## src/rtl/uart_pkg.sv

```systemverilog
// Shared UART definitions: transmitter/receiver state encoding and default bit timing.
package uart_pkg;

  localparam int unsigned CLKS_PER_BIT_DEFAULT = 87;

  typedef enum logic [1:0] {
    IDLE,
    START,
    DATA,
    STOP
  } uart_state_e;

endpackage

```

## src/rtl/uart_transmitter_if.sv

```systemverilog
// Producer-side byte handshake for the UART transmitter.
interface uart_transmitter_if;
  logic       tx_valid;
  logic [7:0] tx_byte;
  logic       tx_ready;

  modport master (output tx_valid, output tx_byte, input tx_ready);
  modport slave  (input tx_valid, input tx_byte, output tx_ready);
endinterface

```

## src/rtl/uart_tx_fifo.sv

```systemverilog
// First-word-fall-through transmit buffer; depth must be a power of two so pointers wrap naturally.
module uart_tx_fifo #(
  parameter int unsigned WIDTH = 8,
  parameter int unsigned DEPTH = 4
) (
  input  logic             clk,
  input  logic             rst_n,
  input  logic             push,
  input  logic             pop,
  input  logic [WIDTH-1:0] din,
  output logic [WIDTH-1:0] dout,
  output logic             full,
  output logic             empty
);
  localparam int unsigned PTR_W = $clog2(DEPTH);

  logic [WIDTH-1:0] mem [DEPTH];
  logic [PTR_W-1:0] wr_ptr, rd_ptr;
  logic [PTR_W:0]   count;
  logic             do_push, do_pop;

  assign do_push = push && !full;
  assign do_pop  = pop && !empty;
  assign full    = (count == (PTR_W+1)'(DEPTH));
  assign empty   = (count == '0);
  assign dout    = mem[rd_ptr];

  always_ff @(posedge clk) begin
    if (do_push) mem[wr_ptr] <= din;
  end

  always_ff @(posedge clk) begin
    if (!rst_n) begin
      wr_ptr <= '0;
      rd_ptr <= '0;
      count  <= '0;
    end else begin
      if (do_push) wr_ptr <= wr_ptr + 1'b1;
      if (do_pop)  rd_ptr <= rd_ptr + 1'b1;
      case ({do_push, do_pop})
        2'b10:   count <= count + 1'b1;
        2'b01:   count <= count - 1'b1;
        default: count <= count;
      endcase
    end
  end
endmodule

```

## src/rtl/uart_transmitter.sv

```systemverilog
// Buffered 8N1 UART transmitter: FIFO feeds a start/data/stop framing FSM with a registered line output.
module uart_transmitter
  import uart_pkg::*;
#(
  parameter int unsigned CLKS_PER_BIT = CLKS_PER_BIT_DEFAULT,
  parameter int unsigned FIFO_DEPTH   = 4
) (
  input  logic                      clk,
  input  logic                      rst_n,
  uart_transmitter_if.slave         tx_if,
  output logic                      tx,
  output logic                      tx_busy,
  output logic                      tx_done
);
  localparam int unsigned BAUD_W = (CLKS_PER_BIT > 1) ? $clog2(CLKS_PER_BIT) : 1;
  localparam logic [BAUD_W-1:0] BAUD_MAX = BAUD_W'(CLKS_PER_BIT - 1);

  uart_state_e       state_q, state_d;
  logic [BAUD_W-1:0] baud_q, baud_d;
  logic [2:0]        bit_q, bit_d;
  logic [7:0]        shift_q, shift_d;
  logic              tx_q, tx_d;
  logic              done_q, done_d;
  logic              ready_en_q;
  logic              fifo_full, fifo_empty, fifo_pop, baud_wrap;
  logic [7:0]        fifo_dout;

  assign tx_if.tx_ready = ready_en_q && !fifo_full;

  uart_tx_fifo #(
    .WIDTH (8),
    .DEPTH (FIFO_DEPTH)
  ) u_fifo (
    .clk   (clk),
    .rst_n (rst_n),
    .push  (tx_if.tx_valid && tx_if.tx_ready),
    .pop   (fifo_pop),
    .din   (tx_if.tx_byte),
    .dout  (fifo_dout),
    .full  (fifo_full),
    .empty (fifo_empty)
  );

  assign baud_wrap = (baud_q == BAUD_MAX);

  // Line level is decoded from the current state and registered, so tx trails the state by one cycle.
  always_comb begin
    state_d  = state_q;
    baud_d   = baud_q;
    bit_d    = bit_q;
    shift_d  = shift_q;
    fifo_pop = 1'b0;
    done_d   = 1'b0;
    tx_d     = 1'b1;
    case (state_q)
      IDLE: begin
        if (!fifo_empty) begin
          fifo_pop = 1'b1;
          shift_d  = fifo_dout;
          baud_d   = '0;
          bit_d    = '0;
          state_d  = START;
        end
      end
      START: begin
        tx_d = 1'b0;
        if (baud_wrap) begin
          baud_d  = '0;
          state_d = DATA;
        end else baud_d = baud_q + 1'b1;
      end
      DATA: begin
        tx_d = shift_q[0];
        if (baud_wrap) begin
          baud_d  = '0;
          shift_d = shift_q >> 1;
          bit_d   = bit_q + 1'b1;
          if (bit_q == 3'd7) state_d = STOP;
        end else baud_d = baud_q + 1'b1;
      end
      STOP: begin
        if (baud_wrap) begin
          baud_d  = '0;
          done_d  = 1'b1;
          state_d = IDLE;
        end else baud_d = baud_q + 1'b1;
      end
      default: state_d = IDLE;
    endcase
  end

  always_ff @(posedge clk) begin
    if (!rst_n) begin
      state_q    <= IDLE;
      baud_q     <= '0;
      bit_q      <= '0;
      shift_q    <= '0;
      tx_q       <= 1'b1;
      done_q     <= 1'b0;
      ready_en_q <= 1'b0;
    end else begin
      state_q    <= state_d;
      baud_q     <= baud_d;
      bit_q      <= bit_d;
      shift_q    <= shift_d;
      tx_q       <= tx_d;
      done_q     <= done_d;
      ready_en_q <= 1'b1;
    end
  end

  assign tx      = tx_q;
  assign tx_done = done_q;
  assign tx_busy = (state_q != IDLE);
endmodule

```

## src/flat_wrapper.sv

```systemverilog
// flat-port wrapper written by rule: the top's interface ports become plain ports
module uart_transmitter_flat import uart_pkg::*;
#(
  parameter int unsigned CLKS_PER_BIT = CLKS_PER_BIT_DEFAULT,
  parameter int unsigned FIFO_DEPTH   = 4
)
  (clk, rst_n, tx, tx_busy, tx_done, tx_if_tx_valid, tx_if_tx_byte, tx_if_tx_ready);
  uart_transmitter_if tx_if_i ();
  input  logic clk;
  input  logic rst_n;
  output logic tx;
  output logic tx_busy;
  output logic tx_done;
  input wire logic [$bits(tx_if_i.tx_valid)-1:0] tx_if_tx_valid;
  input wire logic [$bits(tx_if_i.tx_byte)-1:0] tx_if_tx_byte;
  output wire logic [$bits(tx_if_i.tx_ready)-1:0] tx_if_tx_ready;
  assign tx_if_i.tx_valid = tx_if_tx_valid;
  assign tx_if_i.tx_byte = tx_if_tx_byte;
  assign tx_if_tx_ready = tx_if_i.tx_ready;
  uart_transmitter #(.CLKS_PER_BIT(CLKS_PER_BIT), .FIFO_DEPTH(FIFO_DEPTH)) u_core (.clk(clk), .rst_n(rst_n), .tx_if(tx_if_i), .tx(tx), .tx_busy(tx_busy), .tx_done(tx_done));
endmodule
```

## config.mk

```make
export PLATFORM = sky130hd
export DESIGN_NAME = uart_transmitter_flat
export DESIGN_NICKNAME = d
export VERILOG_FILES = /design/src/rtl/uart_pkg.sv /design/src/rtl/uart_transmitter_if.sv /design/src/rtl/uart_tx_fifo.sv /design/src/rtl/uart_transmitter.sv /design/src/flat_wrapper.sv
export SDC_FILE = /design/constraint.sdc
export NUM_CORES = 1
export LEC_CHECK = 0
export CAP_MARGIN = 40
export CORE_MARGIN = 10
export CORE_UTILIZATION = 55
export CTS_BUF_LIST = sky130_fd_sc_hd__clkbuf_8 sky130_fd_sc_hd__clkbuf_16
export CTS_CLUSTER_SIZE = 30
export DETAILED_ROUTE_END_ITERATION = 10
export PLACE_DENSITY = 0.74
export SETUP_SLACK_MARGIN = 0.2
export SYNTH_ARGS = -nofsm -noshare
export SYNTH_HDL_FRONTEND = slang
export SYNTH_SLANG_ARGS = --single-unit
export TNS_END_PERCENT = 20
```

## constraint.sdc

```tcl
create_clock -name clk -period 2.3 [get_ports clk]
set_input_delay 0.46 -clock clk [delete_from_list [all_inputs] [get_ports clk]]
set_output_delay 0.46 -clock clk [all_outputs]
set_load 0.01 [all_outputs]
```

==> qor.txt <==
Synth top area share: 0.349
# IOs: 15
Mapped Area: 2760 um2
Skew-Pair Late Insertion Delay: 0.34 ns
Post-Syn Nets: 238
Area post-placement: 3000 um2
Fin crit period: 2.07 ns
Flop and latch count out of synthesis: 64
Initial Util: 0.576
EDFF count, synth: 32
Vias/cell: 5.60
Synth top cells by count: 32 x dfxtp_1, 32 x edfxtp_1, 16 x nor2_1, 14 x ha_1, 11 x a21oi_1
DR DRC count: 0
Routed Antenna Nets: 0
Final net count: 264
First-pass GRT wire length: 8370 um
Crit end category: flip-flop
Fin crit share: 0.901
Cell accounting for the most synthesized area: edfxtp_1
Top cells by area, synth: edfxtp_1 35%, dfxtp_1 23%, mux4_2 6.5%, ha_1 6.4%, mux2i_1 3.6%
Die ar.: 8240 um2
Overflow after GRT: 0
Clock sink total: 64
Final hold vios: 0
Total routed wirelength: 4930 um
Endpoint required time on the critical path: 2.57 ns
YS warnings: 0
Post-synth cell types: 37
RSZ-0062 raised after global routing: true
Sequential standard cell area: 1610 um2
Largest net degree at the start of global routing: 17
Asr flop ratio synth: 0
CTS root buf: clkbuf_8
Fmax: 0.482 GHz
Clk_skew: 0.00582 ns
Post-Synth Adder-Cell Area: 0.0708
Drt first pass iters: 4
Antenna violations before repair: 0
Mux contribution to synthesized area: 0.102
Cells after Synth: 212
Largest family of logic cells by synthesized area: multiplexers
Area of the multi-input gates: 1110 um2
Final setup TNS: 0 ns
Max Buffers Root-to-Sink: 2
CTS tree: done
Routability Congestion: 0.781
Drt initial violations: 61
Kind of critical path: input port to flip-flop
Leak Pwr: 1.27 nW
CP startpoint kind: input port
Status: finished, final reports clean
Total GRT Usage: 0.126
Rel. slew slack: 0.615
CTS buffer count: 9
VDD IR max: 0.638 mV
Via count: 1735
CP max FO: 2
Design area: 3260 um2
Hold Path Class: flip-flop to flip-flop
Area Overhead vs Synth: 18.2%
Post-synthesis area per instance: 13.0 um2
Post-synthesis xor/xnor area fraction: 0.0318
Vias in the first global route: 1826
H-tree depth: 3
Diode count: 0
Reg clk slew, reported paths: 0.07 ns
Hpwl dp: 3480 um
Post-synth top flop: edfxtp_1
Wire length per cell: 15.9 um
Slew @ Worst Pin: 0.575 ns
Layout fillers: 324
Sequential element share of the synthesized area: 0.581
Final Slew Violations: 0
Synth Area in Simple Gates: 0.0995
Share of post-route cells with drive strength above 1: 0.206
Die Ht: 90.8 um
Cells after DPL: 292
# hold bufs at CTS: 0
Compound-Gate Fraction of Synth Area: 0.0881
Count of input and output buffers: 14
Setup violations, final: 0
Finished Layout Cells: 310
Total core area: 4790 um2
Crit path DAT: 2.34 ns
Cell area power density: 1150 nW/um2
Number of max-cap violations: 0
Die extent in x: 90.8 um
Overall Power: 3.73 mW
FP Rows: 25
-- where the power goes --
group	internal [mW]	switching, mW	leakage [nW]
registers	1.36	0.136	0.554
logic	0.600	0.688	0.616
clock network	0.499	0.443	0.0952
total	2.46	1.27	1.27
-- cells in the final DEF (no fill, tap or decap), drive strengths merged, types with 5 or more instances in the layout --
cell | netlist | final
dfxtp | 32 | 32
clkdlybuf4s50 | 0 | 12
mux4 | 8 | 8
a21oi | 11 | 11
nand2 | 10 | 10
and3 | 8 | 8
nor2 | 16 | 16
clkbuf | 7 | 9
mux2i | 10 | 10
buf | 2 | 10
ha | 14 | 14
inv | 9 | 9
xor2 | 7 | 7
edfxtp | 32 | 32
o31ai | 7 | 7
clkinv | 1 | 5
-- per-layer routing --
layer / routed length [um] / track usage / part of all wire
met5: 0 / 0 / 0
met4: 108 / 0.0744 / 0.022
met2: 2520 / 0.217 / 0.51
met1: 2100 / 0.136 / 0.43
met3: 202 / 0.0333 / 0.041
-- sequential cells by signal, indices dropped and copies added (netlist names), 2 cells and up, named ones only --
signal                cells
u_core.bit_q              3
u_core.u_fifo.wr_ptr      2
u_core.baud_q             7
u_core.u_fifo.mem        32
u_core.u_fifo.rd_ptr      2
u_core.shift_q            8
u_core.state_q            2
u_core.u_fifo.count       3
-- path summary, 6_finish.rpt --
path / startpoint / endpoint / slack, ns / cells past startpoint
worst max register to register: u_core.state_q[0] / u_core.state_q[1] / 0.23 / 8
worst max-delay path: tx_if_tx_valid / u_core.u_fifo.count[2] / 0.23 / 7
worst min register to register: u_core.bit_q[1] / u_core.bit_q[1] / 0.48 / 2
worst min-delay path: u_core.bit_q[1] / u_core.bit_q[1] / 0.48 / 2
-- what timing repair did --
| item | in CTS | in global routing |
|---|---|---|
| gates resized for setup | 3 | 13 |
| endpoints found under the hold margin | 0 | 0 |
| buffers inserted | 0 | 2 |
| setup endpoints to repair | 3 | 13 |
-- cell families (layout without fill, tap and decap cells) --
group / count (synthesis) / count (layout)
DFF: 64 / 64
and+or+nand+nor: 51 / 51
AOI/OAI and AO/OA: 35 / 35
buffers and inverters: 19 / 50
muxes: 18 / 18
adders and majority gates: 15 / 15
xor gates and xnor gates: 10 / 10
-- worst max-delay path, stage by stage --
cell and delay [ns]:
clkdlybuf4s50_1 0.49, o311ai_2 0.12, ha_2 0.22, fa_1 0.43, xnor2_1 0.15, or3_1 0.33, a21oi_2 0.14
-- area by class of cell --
cell class / count / area share
flip-flops and latches: 64 / 0.494
multi-input cells: 129 / 0.342
repair buffers: 24 / 0.0665
clock buffers: 9 / 0.0380
well taps: 67 / 0.0257
clock inverters: 7 / 0.0223
inverters: 10 / 0.0115
-- metrics by stage --
step                       util  hold WS (ns)  worst slack (ns)
after global routing      0.680         0.519             0.139
after floorplan               -         0.446             0.210
after global placement    0.627         0.452           -0.0747
after detailed placement  0.627         0.478            -0.155
after CTS                 0.669         0.484             0.110
final                     0.680         0.476             0.227
No activity file was read; power rests on OpenSTA's default activity.
